<file path="src/rtl/prefix_sum_stage_pkg.sv">
`default_nettype none
// ============================================================================
//  Module   : prefix_pkg
//  Purpose  : Shared definitions for the multiplier's parallel-prefix adder:
//             tree technique encoding and helpers that derive the number of
//             tree levels and the resulting pipeline latency.
//  Contents : technique_e, tree_levels(), tree_latency()
//  Revision : 1.0  initial release
// ============================================================================
package prefix_pkg;

    typedef enum logic [1:0] {
        KOGGE_STONE = 2'd0,
        SKLANSKY    = 2'd1,
        BRENT_KUNG  = 2'd2
    } technique_e;

    localparam int c_DEFAULT_WIDTH = 64;

    // Brent-Kung needs an up-sweep and a down-sweep, hence the extra levels.
    function automatic int tree_levels(input int width, input technique_e technique);
        int lg;
        lg = $clog2(width);
        case (technique)
            BRENT_KUNG: return 2 * lg - 1;
            default:    return lg;
        endcase
    endfunction

    // A combinational tree has zero latency; a pipelined tree registers
    // every level.
    function automatic int tree_latency(input int width, input technique_e technique,
                                        input bit pipe);
        return pipe ? tree_levels(width, technique) : 0;
    endfunction

endpackage : prefix_pkg
`default_nettype wire

</file>
<file path="src/rtl/prefix_sum_stage_fifo.sv">
`default_nettype none
// ============================================================================
//  Module   : sum_fifo
//  Purpose  : Synchronous FIFO with a registered head. The head register is
//             loaded from storage, or directly from the push port when the
//             FIFO is otherwise empty, so a pushed entry is visible on the
//             head one cycle after the push. The head data holds its last
//             value while the FIFO is empty.
//  Ports    : clk, rst (sync, active-low)
//             i_push, i_push_data              write side
//             o_head_valid, i_head_ready,
//             o_head_data                      read side (pop = valid&&ready)
//  Revision : 1.0  initial release
// ============================================================================
module sum_fifo #(
    parameter int DATA_W = 8,
    parameter int DEPTH  = 8
) (
    input  logic              clk,
    input  logic              rst,
    input  logic              i_push,
    input  logic [DATA_W-1:0] i_push_data,
    output logic              o_head_valid,
    input  logic              i_head_ready,
    output logic [DATA_W-1:0] o_head_data
);

    localparam int c_PTR_W = (DEPTH > 1) ? $clog2(DEPTH) : 1;
    localparam int c_CNT_W = $clog2(DEPTH + 1);
    localparam logic [c_PTR_W-1:0] c_PTR_LAST = c_PTR_W'(DEPTH - 1);

    logic [DATA_W-1:0]  mem_q [DEPTH];
    logic [DATA_W-1:0]  mem_d [DEPTH];
    logic [c_PTR_W-1:0] rd_ptr_q, rd_ptr_d;
    logic [c_PTR_W-1:0] wr_ptr_q, wr_ptr_d;
    logic [c_CNT_W-1:0] count_q, count_d;
    logic               head_valid_q, head_valid_d;
    logic [DATA_W-1:0]  head_data_q, head_data_d;

    logic w_pop;
    logic w_load;
    logic w_bypass;
    logic w_mem_rd;
    logic w_mem_wr;

    always_comb begin
        mem_d        = mem_q;
        rd_ptr_d     = rd_ptr_q;
        wr_ptr_d     = wr_ptr_q;
        count_d      = count_q;
        head_valid_d = head_valid_q;
        head_data_d  = head_data_q;
        w_bypass     = 1'b0;
        w_mem_rd     = 1'b0;
        w_mem_wr     = 1'b0;

        w_pop  = head_valid_q && i_head_ready;
        w_load = !head_valid_q || w_pop;

        // Refill the head: stored entries take priority to keep ordering;
        // an incoming entry bypasses storage only when storage is empty.
        if (w_load) begin
            if (count_q != '0) begin
                head_data_d  = mem_q[rd_ptr_q];
                head_valid_d = 1'b1;
                w_mem_rd     = 1'b1;
                rd_ptr_d     = (rd_ptr_q == c_PTR_LAST) ? '0 : rd_ptr_q + 1'b1;
            end else if (i_push) begin
                head_data_d  = i_push_data;
                head_valid_d = 1'b1;
                w_bypass     = 1'b1;
            end else begin
                head_valid_d = 1'b0;
            end
        end

        if (i_push && !w_bypass) begin
            mem_d[wr_ptr_q] = i_push_data;
            w_mem_wr        = 1'b1;
            wr_ptr_d        = (wr_ptr_q == c_PTR_LAST) ? '0 : wr_ptr_q + 1'b1;
        end

        case ({w_mem_wr, w_mem_rd})
            2'b10:   count_d = count_q + 1'b1;
            2'b01:   count_d = count_q - 1'b1;
            default: count_d = count_q;
        endcase
    end

    always_ff @(posedge clk) begin
        if (!rst) begin
            rd_ptr_q     <= '0;
            wr_ptr_q     <= '0;
            count_q      <= '0;
            head_valid_q <= 1'b0;
            head_data_q  <= '0;
        end else begin
            rd_ptr_q     <= rd_ptr_d;
            wr_ptr_q     <= wr_ptr_d;
            count_q      <= count_d;
            head_valid_q <= head_valid_d;
            head_data_q  <= head_data_d;
        end
    end

    // Storage contents are don't-care after reset; occupancy is tracked by count_q.
    always_ff @(posedge clk) begin
        mem_q <= mem_d;
    end

    assign o_head_valid = head_valid_q;
    assign o_head_data  = head_data_q;

endmodule : sum_fifo
`default_nettype wire

</file>
<file path="src/rtl/prefix_sum_stage.sv">
`default_nettype none
// ============================================================================
//  Module   : prefix_sum_stage
//  Purpose  : Final sum stage of the multiplier's carry-propagate adder.
//             Realigns half-sum bits and carry-in with the prefix tree's
//             group G/P outputs, forms sum / carry-out / all-propagate and
//             buffers them behind a valid/ready output. Input acceptance is
//             credit-based so the unstallable tree never overflows the buffer.
//  Ports    : clk, rst (sync, active-low)
//             in_valid/in_ready, in_h, in_cin       operand side
//             tree_g, tree_p                        prefix tree outputs
//             out_valid/out_ready, out_sum,
//             out_cout, out_allp                    result side
//  Revision : 1.0  initial release
// ============================================================================
module prefix_sum_stage
    import prefix_pkg::*;
#(
    parameter int WIDTH      = c_DEFAULT_WIDTH,
    parameter int TREE_LAT   = tree_latency(c_DEFAULT_WIDTH, KOGGE_STONE, 1'b1),
    parameter int FIFO_DEPTH = 8
) (
    input  logic             clk,
    input  logic             rst,
    input  logic             in_valid,
    output logic             in_ready,
    input  logic [WIDTH-1:0] in_h,
    input  logic             in_cin,
    input  logic [WIDTH-1:0] tree_g,
    input  logic [WIDTH-1:0] tree_p,
    output logic             out_valid,
    input  logic             out_ready,
    output logic [WIDTH-1:0] out_sum,
    output logic             out_cout,
    output logic             out_allp
);

    localparam int c_USED_W = $clog2(FIFO_DEPTH + 1);
    localparam int c_ENTRY_W = WIDTH + 2;
    localparam logic [c_USED_W-1:0] c_USED_MAX = c_USED_W'(FIFO_DEPTH);

    logic                 w_accept;
    logic                 w_pop;
    logic                 w_tail_valid;
    logic [WIDTH-1:0]     w_tail_h;
    logic                 w_tail_cin;
    logic [WIDTH-1:0]     w_carry;
    logic [WIDTH-1:0]     w_sum;
    logic                 w_cout;
    logic [c_ENTRY_W-1:0] w_entry;
    logic [c_ENTRY_W-1:0] w_head;
    logic [c_USED_W-1:0]  used_q, used_d;

    // in_ready looks only at registered credit so a same-cycle pop does not
    // combinationally reopen the input.
    assign in_ready = rst && (used_q < c_USED_MAX);
    assign w_accept = in_valid && in_ready;
    assign w_pop    = out_valid && out_ready;

    // ------------------------------------------------------------------
    // Delay line: carries {valid, h, cin} alongside the tree so its tail
    // lines up with tree_g/tree_p in the same cycle.
    // ------------------------------------------------------------------
    generate
        if (TREE_LAT > 0) begin : g_delay
            logic [TREE_LAT-1:0] dl_valid_q, dl_valid_d;
            logic [TREE_LAT-1:0] dl_cin_q,   dl_cin_d;
            logic [WIDTH-1:0]    dl_h_q [TREE_LAT];
            logic [WIDTH-1:0]    dl_h_d [TREE_LAT];

            always_comb begin
                dl_valid_d    = dl_valid_q;
                dl_cin_d      = dl_cin_q;
                dl_h_d        = dl_h_q;
                dl_valid_d[0] = w_accept;
                dl_cin_d[0]   = in_cin;
                dl_h_d[0]     = in_h;
                for (int i = 1; i < TREE_LAT; i++) begin
                    dl_valid_d[i] = dl_valid_q[i-1];
                    dl_cin_d[i]   = dl_cin_q[i-1];
                    dl_h_d[i]     = dl_h_q[i-1];
                end
            end

            always_ff @(posedge clk) begin
                if (!rst) begin
                    dl_valid_q <= '0;
                end else begin
                    dl_valid_q <= dl_valid_d;
                end
            end

            // Payload only matters when its valid bit is set.
            always_ff @(posedge clk) begin
                dl_cin_q <= dl_cin_d;
                dl_h_q   <= dl_h_d;
            end

            assign w_tail_valid = dl_valid_q[TREE_LAT-1];
            assign w_tail_cin   = dl_cin_q[TREE_LAT-1];
            assign w_tail_h     = dl_h_q[TREE_LAT-1];
        end else begin : g_no_delay
            assign w_tail_valid = w_accept;
            assign w_tail_cin   = in_cin;
            assign w_tail_h     = in_h;
        end
    endgenerate

    // ------------------------------------------------------------------
    // Carries: c[0] = cin, c[i] = G[i-1:0] | P[i-1:0] & cin.
    // ------------------------------------------------------------------
    assign w_carry = {tree_g[WIDTH-2:0] | (tree_p[WIDTH-2:0] & {(WIDTH-1){w_tail_cin}}),
                      w_tail_cin};
    assign w_sum   = w_tail_h ^ w_carry;
    assign w_cout  = tree_g[WIDTH-1] | (tree_p[WIDTH-1] & w_tail_cin);
    assign w_entry = {w_sum, w_cout, tree_p[WIDTH-1]};

    // ------------------------------------------------------------------
    // Credit counter: counts every accepted operand until its result pops,
    // covering entries still in the delay line as well as buffered ones.
    // ------------------------------------------------------------------
    always_comb begin
        used_d = used_q;
        case ({w_accept, w_pop})
            2'b10:   used_d = used_q + 1'b1;
            2'b01:   used_d = used_q - 1'b1;
            default: used_d = used_q;
        endcase
    end

    always_ff @(posedge clk) begin
        if (!rst) begin
            used_q <= '0;
        end else begin
            used_q <= used_d;
        end
    end

    sum_fifo #(
        .DATA_W (c_ENTRY_W),
        .DEPTH  (FIFO_DEPTH)
    ) u_sum_fifo (
        .clk          (clk),
        .rst          (rst),
        .i_push       (w_tail_valid),
        .i_push_data  (w_entry),
        .o_head_valid (out_valid),
        .i_head_ready (out_ready),
        .o_head_data  (w_head)
    );

    assign out_sum  = w_head[c_ENTRY_W-1:2];
    assign out_cout = w_head[1];
    assign out_allp = w_head[0];

endmodule : prefix_sum_stage
`default_nettype wire

</file>
<file path="config.mk">
export PLATFORM = sky130hd
export DESIGN_NAME = prefix_sum_stage
export DESIGN_NICKNAME = d
export VERILOG_FILES = /design/src/rtl/prefix_sum_stage_pkg.sv /design/src/rtl/prefix_sum_stage_fifo.sv /design/src/rtl/prefix_sum_stage.sv
export SDC_FILE = /design/constraint.sdc
export NUM_CORES = 1
export LEC_CHECK = 0
export ABC_AREA = 1
export BUFFER_PORTS_ARGS = -buffer_cell sky130_fd_sc_hd__clkbuf_2
export CORE_ASPECT_RATIO = 0.7
export CORE_MARGIN = 2
export CORE_UTILIZATION = 60
export DETAILED_ROUTE_END_ITERATION = 8
export PLACE_DENSITY = 0.89
export SLEW_MARGIN = 20
export SYNTH_ARGS = -nofsm -noshare
export SYNTH_HDL_FRONTEND = slang
export SYNTH_HIERARCHICAL = 1
export SYNTH_SLANG_ARGS = --single-unit
</file>
<file path="constraint.sdc">
create_clock -name clk -period 12.3 [get_ports clk]
set_input_delay 0.615 -clock clk [delete_from_list [all_inputs] [get_ports clk]]
set_output_delay 0.615 -clock clk [all_outputs]
set_load 0.01 [all_outputs]
</file>
### Yosys cells after proc, flatten, opt, wreduce, memory -nomap -nowiden

Cells that the tools add are included.

* add/subtract/negate cells: 6
* multipliers: 0
* div/mod/pow operators: 0
* $lt $le $gt $ge: 4
* equality and inequality tests: 6
* shift operators: 0
* multiplexer cells: 19
* bitwise logic cells: 7
* reduce and logical (&&, ||, !) cells: 14

Operator list (number)
* $bwmux W528: 1
* $mux W66: 5
* $bmux W66 S3: 1
* $demux W66 S3: 1
* $xor A64 B64 Y64: 1
* $and A63 B63 Y63: 1
* $or A63 B63 Y63: 1
* $pmux W4 S2: 2
* $add A4 B1 Y4 const B: 2
* $ge A4 B4 Y1 const B: 2
* $not A3 Y4: 2
* $sub A4 B1 Y4 const B: 2
* $mux W1: 7
* $add A3 B1 Y3 const B: 2
* $eq A3 B3 Y1 const B: 2
* $mux W3: 2
* $reduce_bool A2 Y1: 3
* $logic_and A1 B1 Y1: 5
* $eq A2 B1 Y1 const B: 2
* $eq A2 B2 Y1 const B: 2
* $lt A4 B1 Y1 const B: 1
* $lt A4 B4 Y1 const B: 1
* $reduce_and A2 Y1: 2
* $reduce_bool A4 Y1: 1
* other kinds (4): 5

* register bits: 1005
* bits in latches: 0
* RAM bits: 0
* ROM bits: 0
* bits of input ports: 197
* output and inout bits: 68
* word-level logic and storage cells: 78
* memories: 0

### Logic depth before layout (Yosys ltp)

* depth after elaboration: 8
* mapped depth: 14
* mapped depth without buffers: 13

### Cells and area by module

Netlist, hierarchy kept.

By module, submodules not included
* sum_fifo: instances 1, cells each 2351, area an instance 24733.7 sq um, sequential area each 17396.7 sq um
* prefix_sum_stage: instances 1, cells each 586, area an instance 9405.3 sq um, sequential area each 8007.7 sq um

### Worst setup path before layout

Ideal clock, no wire load.

* kind: input to register
* start point: in out_ready
* end point: reg u_sum_fifo/mem_q[100] (netlist name), enable pin
* library setup time: 0.490 ns
* arrival time: 4.026 ns
* required time: 11.810 ns
* setup slack: 7.784 ns
* cell stages on the path: 6
* cells stage by stage: inv_1 > nand2_1 > nand4_1 > nand2_1 > or2_2 > nor2_1

* longest elaborated chain between the ends: 5

RTL lines
* start, declared: line prefix_sum_stage.sv:32 `input logic out_ready,`
* $logic_and A1 B1 Y1: line prefix_sum_stage_fifo.sv:57 `w_pop = head_valid_q && i_head_ready;`
* $logic_or A1 B1 Y1: line prefix_sum_stage_fifo.sv:58 `w_load = !head_valid_q || w_pop;`
* $mux W1: line prefix_sum_stage_fifo.sv:62 `if (w_load) begin`
* $logic_not A1 Y1: line prefix_sum_stage_fifo.sv:77 `if (i_push && !w_bypass) begin`
* $logic_and A1 B1 Y1: line prefix_sum_stage_fifo.sv:77
* end signal, assigned: line prefix_sum_stage_fifo.sv:108 `mem_q <= mem_d;`
* end, declared: line prefix_sum_stage_fifo.sv:32 `logic [DATA_W-1:0] mem_q [DEPTH];`

Every way passes these cells.
A chain may end at the register's enable or synchronous reset.

### Final worst setup path

* start point: reg u_sum_fifo.rd_ptr_q[1]
* end point: reg u_sum_fifo.head_data_q[62], in the netlist u_sum_fifo/o_head_data[62]

* longest elaborated chain between the ends: 5

RTL lines
* start, declared: line prefix_sum_stage_fifo.sv:34 `logic [c_PTR_W-1:0] rd_ptr_q, rd_ptr_d;`
* start signal, assigned: line prefix_sum_stage_fifo.sv:98 `rd_ptr_q <= rd_ptr_d;`
* $not A3 Y4 (not written as such): line prefix_sum_stage_fifo.sv:64 `head_data_d = mem_q[rd_ptr_q];`
* $bmux W66 S3: line prefix_sum_stage_fifo.sv:64
* $mux W66 (not written as such) (2 in a row): line prefix_sum_stage_fifo.sv:64
* $mux W66: line prefix_sum_stage_fifo.sv:63 `if (count_q != '0) begin`
* end signal, assigned: line prefix_sum_stage_fifo.sv:102 `head_data_q <= head_data_d;`
* end, declared: line prefix_sum_stage_fifo.sv:38 `logic [DATA_W-1:0] head_data_q, head_data_d;`

Every way passes these cells. The select of a mux whose other input is x is not followed.

==> key figures <==
Setup path
  – CP endpoint kind: register
  – Slowest stage cell, crit path: dfxtp_4
  – Critical-path cell list: clkinv_2 -> buf_4 -> nand3_1 -> nand2_1 -> nand2_1 -> a21oi_1
  – Most frequent CP cell: nand2_1
  – Startpoint types: register
  – Crit path DAT: 3.65 ns
  – Critical Path Fanout Max: 69
  – Kind of critical path: register to register
  – CP required: 12.84 ns
  – CP peak stage delay: ~1.1 ns
  – WP buf/inv: 2
  – CP top delay family: buffers and inverters

Power
  – Worst vdd ir: 0.0001456 V
  – Pwr dens: 227.3 nW/um^2
  – Leak: roughly 16 nW

Synthesis
  – Synthesized instance count: 2937
  – Avg Inst Size Synth: 11.62 sq um
  – Sequential-to-total area share from yosys stat: 0.7441
  – Syn nets: 3144
  – Post-Syn Area: 34140 sq um
  – Synth warn: 6
  – Post-synthesis register bit count: approximately 1000
  – Yosys cell types: 30

Routing
  – Routed wire length: 73.69 mm
  – Drt wl/cell: around 18 microns
  – DRC: 0
  – Initial DRC count: 2610
  – Via count: 21950
  – Via density: 5.503
  – DRT Pass-1 Iters: 6
  – Detail Route Antenna Nets: 0

Global routing
  – Vias in the first global route: 21690
  – Busiest layer in global routing: met2
  – GR met2 Demand/Resource: 0.4108
  – Met3 Track Usage GR: 0.05660
  – First-pass GRT wire length: 113.7 mm
  – Total grt overflow: 0
  – Grt met1 use: 0.3180
  – Initial antenna violation count: 0
  – Largest net degree at the start of global routing: 223
  – Tot GR Track Use: 0.2500

Clock network
  – Total CTS buffers: 88
  – Post-CTS Resized: 0
  – CTS tree: yes
  – Clock tree sinks: 1005
  – Worst-case clock buffer depth: 3
  – H-tree depth: 3
  – Hold_buf cts: 0
  – Clk Latency, worst-skew pair: 0.66 ns
  – Clock root buffer: clkbuf_16
  – Post-CTS setup buffers: 0
  – Clock Pin Slew Worst Setup and Hold Paths: about 0.070 ns

STA
  – Fin crit share: 0.2534
  – Highest Clock Rate: approximately 320 MHz
  – Final setup violation count: 0
  – Setup_tns: 0 ns
  – Unrepaired setup endpoints after global routing: no
  – Relative slew slack: 0.2201
  – Hold Vio Cnt, Final: 0
  – Worst Skew: just under 0.03 ns
  – Worst Tran Pin Value: 1.162 ns
  – Final Hold Slack: 0.05989 ns
  – Slew Limit Fails: 0
  – Tmin final: around 3.1 ns

Placement
  – Routability Congestion: 0.8050
  – Area after DPL: between 30000 and 40000 sq um
  – Number of port buffers: ~260
  – DP HPWL: 37.99 mm
  – # placed instances: 3823

Die
  – Die H: a little over 200 microns
  – Die Wd: just under 300 microns
  – Starting Density: 0.6038
  – I/O pins: 265
  – Core area: 56540 sq um
  – Row cnt: 73
  – Die Area: ~60000 sq um

Layout
  – Multi-input logic area: 7522 sq um
  – Post-route cell area: 39070 sq um
  – Register area: 25420 sq um
  – Filler Cell Count: 3470
  – Commonest non-fill, non-tap cells in the layout: nand2_1 (825), edfxtp_1 (528), dfxtp_1 (473), nand3_1 (402), clkbuf_2 (264)
  – Synthesis-to-finish area growth: 14.43%
  – Non-filler cells, final: roughly 4000
  – Fraction of layout cells with a size suffix above 1: 0.1470
  – # nets final: 3371
  – Commonest non-fill, non-tap cell in the layout: nand2_1
  – Antenna cell count: 0

Outcome
  – Status: finished, final reports clean

Job
  – Max-cap violations: 0

Worst hold path
  – Hold WC Path Type: input port to register
==> cells by family after synthesis <==
| kind of cell | share of synthesized area |
|---|---|
| flops | 0.7441 |
| compound gates | 0.02562 |
| xor+xnor | 0.01964 |
| simple gates | 0.1686 |
| fa+ha+maj | 0.003665 |
| buf+inv | 0.03837 |
==> cells in the mapped netlist <==
cell        n  share of area
a21o_1      1        0.00022
a21oi_1   130          0.019
a21oi_4    10         0.0048
buf_1      35         0.0038
buf_2      54         0.0079
buf_4       7         0.0015
buf_6       5         0.0016
buf_8       1        0.00044
clkbuf_1   44         0.0048
dfxtp_1   477           0.28
edfxtp_1  528           0.46
ha_1       10         0.0037
inv_1     164          0.018
inv_2       1        0.00011
nand2_1   825          0.091
nand3_1   402          0.059
nand3_2     1        0.00029
nand3b_1    1        0.00022
nand4_1     1        0.00018
nor2_1    158          0.017
nor2_2      1        0.00018
nor2_4      1        0.00033
nor3_1      1        0.00015
o21ai_0     8         0.0012
o21ai_1     1        0.00015
o21ai_2     1        0.00026
or2_2       1        0.00018
xnor2_1    56          0.014
xnor2_2    10         0.0048
xor2_1      2        0.00051
==> per-stage QoR <==
step / util / power, mW / worst slack [ns]
final: 0.6910 / 8.881 / 9.183
after global routing: 0.6910 / 9.305 / 9.094
after CTS: 0.6901 / 8.895 / 9.171
after detailed placement: 0.6360 / 6.023 / 8.873
after global placement: 0.6360 / 5.916 / 8.900
after floorplan: - / 5.418 / 7.784
==> sequential cells by signal (all words and copies together) (netlist names) <==
signal / cells
u_sum_fifo/wr_ptr_q: 3
g_delay.dl_cin_q: 6
w_tail_h: 64
g_delay.dl_h_d: 320
g_delay.dl_valid_q: 6
u_sum_fifo/count_q: 4
u_sum_fifo/o_head_valid: 1
u_sum_fifo/rd_ptr_q: 3
u_sum_fifo/mem_q: 528
u_sum_fifo/o_head_data: 66
used_q: 4
==> final cells by class <==
type / instances / area share
Inverter: 165 / 0.01614
Clock buffer: 123 / 0.06844
Timing Repair Buffer: 283 / 0.03837
Clock inverter: 42 / 0.009800
Sequential cell: 1005 / 0.6507
Tap cell: 750 / 0.02402
Multi-Input combinational cell: 1621 / 0.1926
==> per-layer routing <==
| layer | part of all wire | up-vias |
|---|---|---|
| met3 | 0.11 | 223 |
| met2 | 0.48 | 1264 |
| li1 | - | 10180 |
| met5 | 0 | - |
| met1 | 0.37 | 10290 |
| met4 | 0.037 | 0 |
==> power by group <==
part / total [mW] / switching (mW) / leakage (nW) / internal [mW]
Clock: 2.83 / 1.21 / 1.53 / 1.63
Combinational: 2.13 / 1.49 / 5.66 / 0.639
Sequential: 3.92 / 0.179 / 8.76 / 3.74
Total: 8.88 / 2.88 / 16.0 / 6.00
==> final timing paths <==
| path | start | to | slack, ns | depth (start not counted) |
|---|---|---|---|---|
| worst min register to register | g_delay.dl_h_d[146] | g_delay.dl_h_d[82] | 0.30 | 0 |
| worst max register to register | u_sum_fifo/rd_ptr_q[1] | u_sum_fifo/o_head_data[62] | 9.18 | 6 |
| worst max-delay path | u_sum_fifo/rd_ptr_q[1] | u_sum_fifo/o_head_data[62] | 9.18 | 6 |
| worst min-delay path | in_h[6] | g_delay.dl_h_d[262] | 0.06 | 1 |
==> worst register-to-register path, delay by kind of cell, from the launching register on <==
family / cells / cell delay, ns
buffers and inverters: 2 / 1.46
AND/OR/NAND/NOR: 3 / 0.41
AO/OA/AOI/OAI: 1 / 0.08
flip-flops: 1 / 1.05
Note: power is estimated with default switching activity, not from simulation.
